===== src/rtl/alu_share_arbiter.sv =====
// alu_share_arbiter
// Shares one external combinational ALU between two requesters. A round-robin
// arbiter accepts one operation at a time, drives the ALU for a single cycle,
// captures the result and holds it until the winning requester takes it.
//
// Ports:
//   clk, rst_n                    clock, asynchronous active-low reset
//   reqN_valid_i / reqN_ready_o   request handshake, N = 0, 1
//   reqN_a_i, reqN_b_i, reqN_sel_i operands and ALUsel encoding
//   rspN_valid_o / rspN_ready_i   response handshake, N = 0, 1
//   rsp_result_o, rsp_err_o       shared result; err flags an unsupported sel
//   alu_a_o, alu_b_o, alu_sel_o   to the ALU (zero outside the execute cycle)
//   alu_result_i                  from the ALU, combinational on the above
//
// Optional feature, enabled by defining ALU_ARB_STATS_EN:
//   stats_clr_i                   synchronous clear of the grant counters
//   gnt_cnt0_o, gnt_cnt1_o        saturating 16-bit per-requester grant counts
module alu_share_arbiter #(
  parameter int unsigned XLEN = 32
) (
  input  logic            clk,
  input  logic            rst_n,
  input  logic            req0_valid_i,
  output logic            req0_ready_o,
  input  logic [XLEN-1:0] req0_a_i,
  input  logic [XLEN-1:0] req0_b_i,
  input  logic [3:0]      req0_sel_i,
  input  logic            req1_valid_i,
  output logic            req1_ready_o,
  input  logic [XLEN-1:0] req1_a_i,
  input  logic [XLEN-1:0] req1_b_i,
  input  logic [3:0]      req1_sel_i,
  output logic            rsp0_valid_o,
  input  logic            rsp0_ready_i,
  output logic            rsp1_valid_o,
  input  logic            rsp1_ready_i,
  output logic [XLEN-1:0] rsp_result_o,
  output logic            rsp_err_o,
  output logic [XLEN-1:0] alu_a_o,
  output logic [XLEN-1:0] alu_b_o,
  output logic [3:0]      alu_sel_o,
`ifdef ALU_ARB_STATS_EN
  input  logic            stats_clr_i,
  output logic [15:0]     gnt_cnt0_o,
  output logic [15:0]     gnt_cnt1_o,
`endif
  input  logic [XLEN-1:0] alu_result_i
);

  typedef enum logic [1:0] {StIdle, StExec, StResp} state_e;

  state_e          state_q;
  logic            last_q;    // id of the most recent grant
  logic            gnt_id_q;  // id of the operation in flight
  logic [XLEN-1:0] op_a_q;
  logic [XLEN-1:0] op_b_q;
  logic [3:0]      op_sel_q;
  logic [XLEN-1:0] result_q;
  logic            err_q;

  logic            gnt0;
  logic            gnt1;
  logic            sel_ok;
  logic            rsp_take;

  function automatic logic sel_legal(input logic [3:0] sel);
    logic ok;
    case (sel)
      4'b0000, 4'b0001, 4'b0100, 4'b0101, 4'b0111,
      4'b1000, 4'b1001, 4'b1010, 4'b1101, 4'b1111: ok = 1'b1;
      default:                                     ok = 1'b0;
    endcase
    return ok;
  endfunction

  // Arbitration only in idle. Gated by rst_n so ready drops as soon as reset
  // asserts, even with valid held high.
  always_comb begin
    gnt0 = 1'b0;
    gnt1 = 1'b0;
    if (rst_n && (state_q == StIdle)) begin
      if (req0_valid_i && (!req1_valid_i || last_q)) begin
        gnt0 = 1'b1;
      end else if (req1_valid_i) begin
        gnt1 = 1'b1;
      end
    end
  end

  assign sel_ok   = sel_legal(op_sel_q);
  // Only the granted requester's ready can complete the response.
  assign rsp_take = gnt_id_q ? rsp1_ready_i : rsp0_ready_i;

  always_ff @(posedge clk or negedge rst_n) begin
    if (!rst_n) begin
      state_q  <= StIdle;
      last_q   <= 1'b1;
      gnt_id_q <= 1'b0;
      op_a_q   <= '0;
      op_b_q   <= '0;
      op_sel_q <= 4'b0000;
      result_q <= '0;
      err_q    <= 1'b0;
    end else begin
      case (state_q)
        StIdle: begin
          if (gnt0 || gnt1) begin
            op_a_q   <= gnt1 ? req1_a_i : req0_a_i;
            op_b_q   <= gnt1 ? req1_b_i : req0_b_i;
            op_sel_q <= gnt1 ? req1_sel_i : req0_sel_i;
            gnt_id_q <= gnt1;
            last_q   <= gnt1;
            state_q  <= StExec;
          end
        end
        StExec: begin
          result_q <= sel_ok ? alu_result_i : '0;
          err_q    <= ~sel_ok;
          state_q  <= StResp;
        end
        StResp: begin
          if (rsp_take) begin
            state_q <= StIdle;
          end
        end
        default: state_q <= StIdle;
      endcase
    end
  end

  assign req0_ready_o = gnt0;
  assign req1_ready_o = gnt1;
  assign rsp0_valid_o = (state_q == StResp) && !gnt_id_q;
  assign rsp1_valid_o = (state_q == StResp) && gnt_id_q;
  assign rsp_result_o = result_q;
  assign rsp_err_o    = err_q;

  // ALU inputs stay quiet except during the single execute cycle.
  assign alu_a_o   = (state_q == StExec) ? op_a_q : '0;
  assign alu_b_o   = (state_q == StExec) ? op_b_q : '0;
  assign alu_sel_o = ((state_q == StExec) && sel_ok) ? op_sel_q : 4'b0000;

`ifdef ALU_ARB_STATS_EN
  logic [15:0] cnt0_q;
  logic [15:0] cnt1_q;

  // Clear wins over a same-cycle grant; counts saturate at all-ones.
  always_ff @(posedge clk or negedge rst_n) begin
    if (!rst_n) begin
      cnt0_q <= '0;
      cnt1_q <= '0;
    end else if (stats_clr_i) begin
      cnt0_q <= '0;
      cnt1_q <= '0;
    end else begin
      if (gnt0 && (cnt0_q != 16'hFFFF)) begin
        cnt0_q <= cnt0_q + 16'd1;
      end
      if (gnt1 && (cnt1_q != 16'hFFFF)) begin
        cnt1_q <= cnt1_q + 16'd1;
      end
    end
  end

  assign gnt_cnt0_o = cnt0_q;
  assign gnt_cnt1_o = cnt1_q;
`endif

endmodule


===== config.mk =====
export PLATFORM = sky130hd
export DESIGN_NAME = alu_share_arbiter
export DESIGN_NICKNAME = d
export VERILOG_FILES = /design/src/rtl/alu_share_arbiter.sv
export SDC_FILE = /design/constraint.sdc
export NUM_CORES = 1
export LEC_CHECK = 0
export BUFFER_PORTS_ARGS = -buffer_cell sky130_fd_sc_hd__clkbuf_2
export CORE_MARGIN = 4
export CORE_UTILIZATION = 35
export CTS_CLUSTER_SIZE = 8
export DETAILED_ROUTE_END_ITERATION = 8
export PLACE_DENSITY = 0.66
export REMOVE_ABC_BUFFERS = 1
export SETUP_SLACK_MARGIN = 0.15
export SYNTH_ARGS = -nofsm -noshare
export SYNTH_HDL_FRONTEND = slang
export SYNTH_SLANG_ARGS = --single-unit

===== constraint.sdc =====
create_clock -name clk -period 2.5 [get_ports clk]
set_input_delay 0.125 -clock clk [delete_from_list [all_inputs] [get_ports clk]]
set_output_delay 0.125 -clock clk [all_outputs]
set_load 0.01 [all_outputs]

======== After elaboration in Yosys (flattened, before gate mapping) ========
Memory sizes are Yosys's and may differ from the RTL's.
Cells that the tools add are included.
W data, S select, Z words.
storage, ports and cells
  memories kept ........................... 1
  bits in registers ....................... 105
  word-level logic and storage cells ...... 42
  ROM bits ................................ 16
  output and inout bits ................... 105
operators by class
  reductions and logical operators ........ 12
  bitwise gates (word level) .............. 1
  equality and inequality tests ........... 4
  multiplexer cells ....................... 16
memories
  name             depth  bits a word  rd ports  clocked after Yosys merged registers in  write ports  RTL line  source
  (no name shown)  16     1            1         0                                        0            68        case (sel)
operator list
  cell                  count
  $mux W32              5
  $mux W4               2
  $mux W1               6
  $pmux W2 S3           1
  $logic_and A1 B1 Y1   5
  $mux W2               2
  $reduce_and A2 Y1     2
  $eq A2 B1 Y1 const B  1
  $eq A2 B2 Y1 const B  1
  $logic_not A1 Y1      2
  $logic_not A2 Y1      1
  $logic_or A1 B1 Y1    2
  $ne A2 B1 Y1 const B  1
  $ne A2 B2 Y1 const B  1
  $not A1 Y1            1

======== Longest topological paths before layout ========
Gate-level depths: netlist of run 1.
  depth after elaboration ................. 8
  gate-level depth with buffers ........... 7
  mapped depth without buffers ............ 5

======== Worst setup path before layout of run 1 ========
No wires, ideal clock.
  path type ............................... flip-flop to flip-flop
  start ................................... register state_q[0]
  end ..................................... register op_b_q[10]
  data required time ...................... 2378 ps
  cell stages (with the launch flop) ...... 7
  data arrival time ....................... 1321 ps
  clock period less this slack ............ 1444 ps
  path slack .............................. 1056 ps
  path through ............................ dfrtp_1 > nor3b_4 > o21ai_2 > buf_2 > buf_2 > a21oi_1 > a21oi_1
between the ends
  longest elaborated chain between the ends .. 5
  elaborated cells on any way between the ends .. 7
RTL lines
  element                             RTL line  source
  start: declaration                  52        state_e state_q;
  start signal: assignment            96        state_q <= StIdle;
  start signal: assignment            113       state_q <= StExec;
  start signal: assignment            119       state_q <= StResp;
  $logic_not A2 Y1 *                  81, 105
  $logic_and A1 B1 Y1                 81        if (rst_n && (state_q == StIdle)) begin
  $mux W1                             81
  $logic_or A1 B1 Y1                  107       if (gnt0 || gnt1) begin
  $reduce_and A2 Y1 (no source line)  -
  end signal: assignment              109       op_b_q <= gnt1 ? req1_b_i : req0_b_i;
  end: declaration                    56        logic [XLEN-1:0] op_b_q;
Every way passes the cells marked *; elsewhere a longest branch is shown, timed or not.
A chain may end at the register's enable or synchronous reset.

======== Worst setup path in the final report of run 1 ========
  start ................................... register state_q[1]
  end ..................................... output req1_ready_o
between the ends
  longest elaborated chain between the ends .. 3
RTL lines
  element              RTL line  source
  $logic_not A2 Y1     81
  $logic_and A1 B1 Y1  81
  $mux W1              81
  end: declaration     29        output logic req1_ready_o,
No other way between the ends.

==> results of run 1 <==
## layer usage
metal	GRT usage	part of all wire	up-vias
met5	0	0	-
met3	0.0563	0.062	53
li1	-	-	2519
met1	0.260	0.39	2539
met2	0.353	0.50	228
met4	0.0909	0.041	0
## kinds of logic (layout without fill, tap and decap cells)
logic type | Yosys count | in the layout | share of synthesized area
multiplexers | 1 | 1 | 0.00230
buffers and inverters | 45 | 404 | 0.0422
AND/OR/NAND/NOR | 220 | 220 | 0.212
AO/OA/AOI/OAI | 174 | 174 | 0.206
flip-flops | 105 | 105 | 0.537
## cell type report
cell class	count	area, sq um	share of cell area
Multi-Input combinational cell	395	2070	0.271
Clock buffer	12	256	0.0334
Clock inverter	4	26.3	0.00343
Inverter	3	11.3	0.00147
Sequential cell	105	2630	0.343
Timing Repair Buffer	385	2450	0.320
Tap cell	176	220	0.0287
## Yosys cell counts, drive strengths merged
master    n
a21o      1
nand2    71
o21ai     3
a21oi   138
inv       3
nor2     73
and3      1
buf      22
nand3     1
dfstp     1
nor2b     1
mux2      1
nor3b     1
and2     68
dfrtp   104
a22o     32
clkbuf   20
nand2b    4
## worst max-delay path, stage by stage (launching register included)
cell and delay, ps:
dfrtp_1 450, nor3b_4 320, nand3_4 310, inv_2 140
buf_6 260, clkbuf_2 190
## report_power, final
group	total (mW)	internal, mW	switching (mW)
sequential	2.98	2.52	0.457
combinational	3.18	1.42	1.76
clock	1.37	0.732	0.635
## state kept, by name (all words and copies together), names as in the netlist
| register | cells |
|---|---|
| last_q | 1 |
| rsp_err_o | 1 |
| state_q | 2 |
| op_b_q | 32 |
| op_sel_q | 4 |
| op_a_q | 32 |
| rsp_result_o | 32 |
| gnt_id_q | 1 |
## worst max path at each step
stage | start | end
after global routing | state_q[1] | req1_ready_o
final | state_q[1] | req1_ready_o
after floorplan | req1_valid_i | gnt_id_q
after global placement | req1_valid_i | op_b_q[21]
after detailed placement | state_q[1] | op_b_q[16]
after CTS | state_q[1] | req1_ready_o
## repair_timing
item,4_1_cts,5_1_grt
hold buffers,93,2
gates resized for setup,0,1
endpoints found under the hold margin,130,2
setup endpoints to repair,0,1
buffers inserted,0,0
## stage by stage
stage | setup TNS [ps] | setup slack [ps] | util | hold WS, ps
2_1_floorplan | -15200 | -236 | - | -171
3_3_place_gp | 0 | 575 | 0.478 | 249
3_5_place_dp | 0 | 524 | 0.478 | 253
4_1_cts | 0 | 224 | 0.568 | 0.430
5_1_grt | 0 | 186 | 0.570 | 5.31
6_report | 0 | 330 | 0.570 | 12.0
==> flow_summary.ini, run 1 <==
[sta]
slew_headroom = 0.393
fin_skew_ps = 9.02
fin_crit_sh = 0.868
max_freq_ghz = 0.461
setup_viol = 0
period_needed_ps = 2170
rsz0062_at_grt = false
slew_viol_final = 0
worstMarginPinSlew_ps = 908
hold_viol_final = 0

[floorplanning]
rows = 42
initial_core_util = 0.364
core_area_sq_um = 13500
die_w_microns = 126
num_io_pins = 279
chipHeight_microns = 126
die_area_sq_um = 15900

[logic_synthesis]
synth_top_area_cell = dfrtp_1
synthDistinctLibCells = 23
yosys.area.top_type_share = 0.532
synth-seq-cells = 105
ys_seq_area_frac = 0.537
synth.avg_cell_area_sq_um = 8.98
syn-cell-area_sq_um = 4890
synth_warnings = 0
synth_cells = 545
synth_area_leaders = dfrtp_1, a21oi_1, and2_1, a22o_1, nor2_1

[pwr]
p_per_area_nw_per_um2 = 982
p_total_mw = 7.53
p_leak_nw = 4.02
ir_worst_vdd_mv = 0.523

[worst_hold_path]
hold_end = rsp_result_o[24]
hp-start = alu_result_i[24]
worstHoldPathCells = 2
hp-class = input port to flip-flop

[layout]
diodes = 0
final_nets = 1073
layout_common_cells = clkbuf_2, a21oi_1, dfrtp_1
final_cells = 1080
syn2layout_area_growth_pct = 56.7
layout_commonest_cell = clkbuf_2
fillCellCount = 1236
final_layout_size_suffix_gt1_frac = 0.347
design_area_sq_um = 7670

[global_routing]
grt_max_degree = 71
track_usage = 0.212
gr-total-overflow = 0
grt_pass1_vias = 5353
antenna_found_initial = 0
grt_first_pass_wirelength_microns = 27300

[placed_design]
hpwl_microns = 11500
io_buffers = 278
dp.cells = 969
gp_congestion = 0.791
placed_cell_area_sq_um = 6430

[setup_path]
end_kind = output port
cp-start-kind = flip-flop
worstSetupPathType = flip-flop to output port
ff2ff_setup_slack_ps = 480
reg2regPathDepth = 6
worstPathArrival_ps = 2050
r2r-start = state_q[1]
reg2reg_to = op_a_q[28]
crit_fanout = 33
required_ps = 2380

[cts]
clkLatencyLatePin_ps = 350
h-tree-depth = 3
cts_sinks = 105
clk_pin_slew_ps = 70
cts_buffers = 9
root_buffer = clkbuf_16
cts_tree = done
clockBufferDepth = 2

[job]
cap_violations = 0

[detailed_routing]
via_count = 5339
first_iter_violations = 293
firstDrtPassIters = 5
final_antenna_net_count = 0
drc = 0
viasPerCell = 4.94
wl_per_cell_microns = 16.1
drt-total-wl_microns = 17400

[outcome]
outcome = finished clean
Power figures use the tool's default switching activity.
==> inputs of run 2 (changes only) <==
Settings changed: CORE_UTILIZATION 35 to 40, PLACE_DENSITY 0.66 to 0.74, SLEW_MARGIN from default to 20.
==> flow_summary.ini, run 2 (synthesized netlist as in run 1, its figures left out) <==
[outcome]
outcome = finished clean

[layout]
finalCoreUtilization = 0.636
final_cells = 1052
multiInputGateArea_sq_um = 2070
layout_common_cells = clkbuf_2, a21oi_1, dfrtp_1
final_nets = 1074
syn2layout_area_growth_pct = 56.2
design_area_sq_um = 7640
diodes = 0
seq_area_sq_um = 2630
final_layout_size_suffix_gt1_frac = 0.346
fillCellCount = 956
layout_commonest_cell = clkbuf_2

[sta]
slew_headroom = 0.410
rsz0062_at_grt = false
hold_viol_final = 0
period_needed_ps = 1980
fin_skew_ps = 6.48
slew_viol_final = 0
worstMarginPinSlew_ps = 885
fin_crit_sh = 0.791
setup_viol = 0
worst_slack_ps = 523
tns_ps = 0
fin_hold_ws_ps = 23.6
max_freq_ghz = 0.506

[pwr]
power_switching_mw = 2.85
p_leak_nw = 4.02
sw_frac_of_total = 0.380
power_frac_clock = 0.176
p_total_mw = 7.51
ir_worst_vdd_mv = 0.642
p_per_area_nw_per_um2 = 982
internal_power_mw = 4.66
pwr-share-seq = 0.401
power_frac_comb = 0.424

[cts]
h-tree-depth = 3
root_buffer = clkbuf_16
clkLatencyLatePin_ps = 350
clockBufferDepth = 2
postCtsSetupRepairBufs = 0
cts.repair.resized = 0
cts_sinks = 105
cts_buffers = 9
clk_pin_slew_ps = 70
hold_buffers = 96
cts_tree = done

[global_routing]
grt_first_pass_wirelength_microns = 28000
antenna_found_initial = 0
gr-total-overflow = 0
track_usage = 0.246
grt_pass1_vias = 5492
grt_max_degree = 71

[setup_path]
cpPeakStageDelay_ps = 480
crit_slowest_cell = nor2b_4
worstSetupPathType = flip-flop to output port
worst-path-buf-inv = 2
required_ps = 2380
crit_fanout = 41
path_delay_family = simple AND/OR/NAND/NOR gates
end_kind = output port
worstPathCellList = nor2b_4, buf_12, and2_1, clkbuf_2
worstPathArrival_ps = 1850
cp-start-kind = flip-flop

[floorplanning]
die_w_microns = 119
initial_core_util = 0.407
num_io_pins = 279
rows = 40
die_area_sq_um = 14100
core_area_sq_um = 12000
chipHeight_microns = 119

[placed_design]
io_buffers = 278
dp.cells = 939
place_ws_ps = 790
gp_congestion = 0.805
placed_cell_area_sq_um = 6400
hpwl_microns = 10800

[detailed_routing]
via_count = 5326
viasPerCell = 5.06
wl_per_cell_microns = 16.3
drt-total-wl_microns = 17200
final_antenna_net_count = 0
drc = 0
firstDrtPassIters = 5
first_iter_violations = 501

[worst_hold_path]
hp-class = input port to flip-flop

[job]
cap_violations = 0
## run 2: cell types whose count changed in the layout (fill, tap and decap cells not counted)
cell	delta
dlygate4sd3_1	+2
buf_12	+1
buf_4	-1
buf_6	-1
clkbuf_8	-1
clkinv_2	+1
clkinv_4	+1
inv_6	-1
## run 2: layout make-up
type | count | share of cell area
clock inverter | 5 | 0.00409
inverter | 3 | 0.00147
timing repair buffer | 386 | 0.323
sequential | 105 | 0.344
multi-input combinational | 395 | 0.271
tap | 147 | 0.0241
clock buffer | 11 | 0.0318
## run 2: worst reg2reg max path, cell delays in order, from the launching register on
cell and delay, ps:
dfrtp_1 450, nor3b_4 310, nand3_4 120, inv_2 70, buf_4 340, a21oi_1 160
a21oi_1 190
## run 2: metal layers
metal  GRT usage  part of all wire  vias up  routed length [microns]
met5           0                 0        -                        0
met4      0.0891             0.031        0                      528
met3      0.0646             0.066       46                     1140
met2       0.428              0.52      264                     8970
met1       0.293              0.38     2493                     6530
li1            -                 -     2523                        -
## run 2: power groups by stage
stage | Clock, mW | Sequential [mW] | Combinational, mW
global placement | 0 | 2.97 | 2.99
detailed placement | 0 | 2.99 | 3.05
floorplan | 0 | 3.01 | 1.71
finish | 1.32 | 3.01 | 3.18
CTS | 1.37 | 2.98 | 3.18
global route | 1.43 | 3.10 | 3.53
## run 2: path summary, 6_finish.rpt
path / startpoint / endpoint / slack, ps / depth (start not counted)
setup / recovery: state_q[0] / alu_b_o[30] / 520 / 4
hold / removal: req0_b_i[19] / op_b_q[19] / 20 / 3
setup reg to reg: state_q[1] / op_a_q[17] / 780 / 6
hold reg to reg: last_q / last_q / 470 / 2
max in group asynchronous: rst_n / op_a_q[4] / 810 / 4
min in group asynchronous: rst_n / op_a_q[26] / 420 / 3
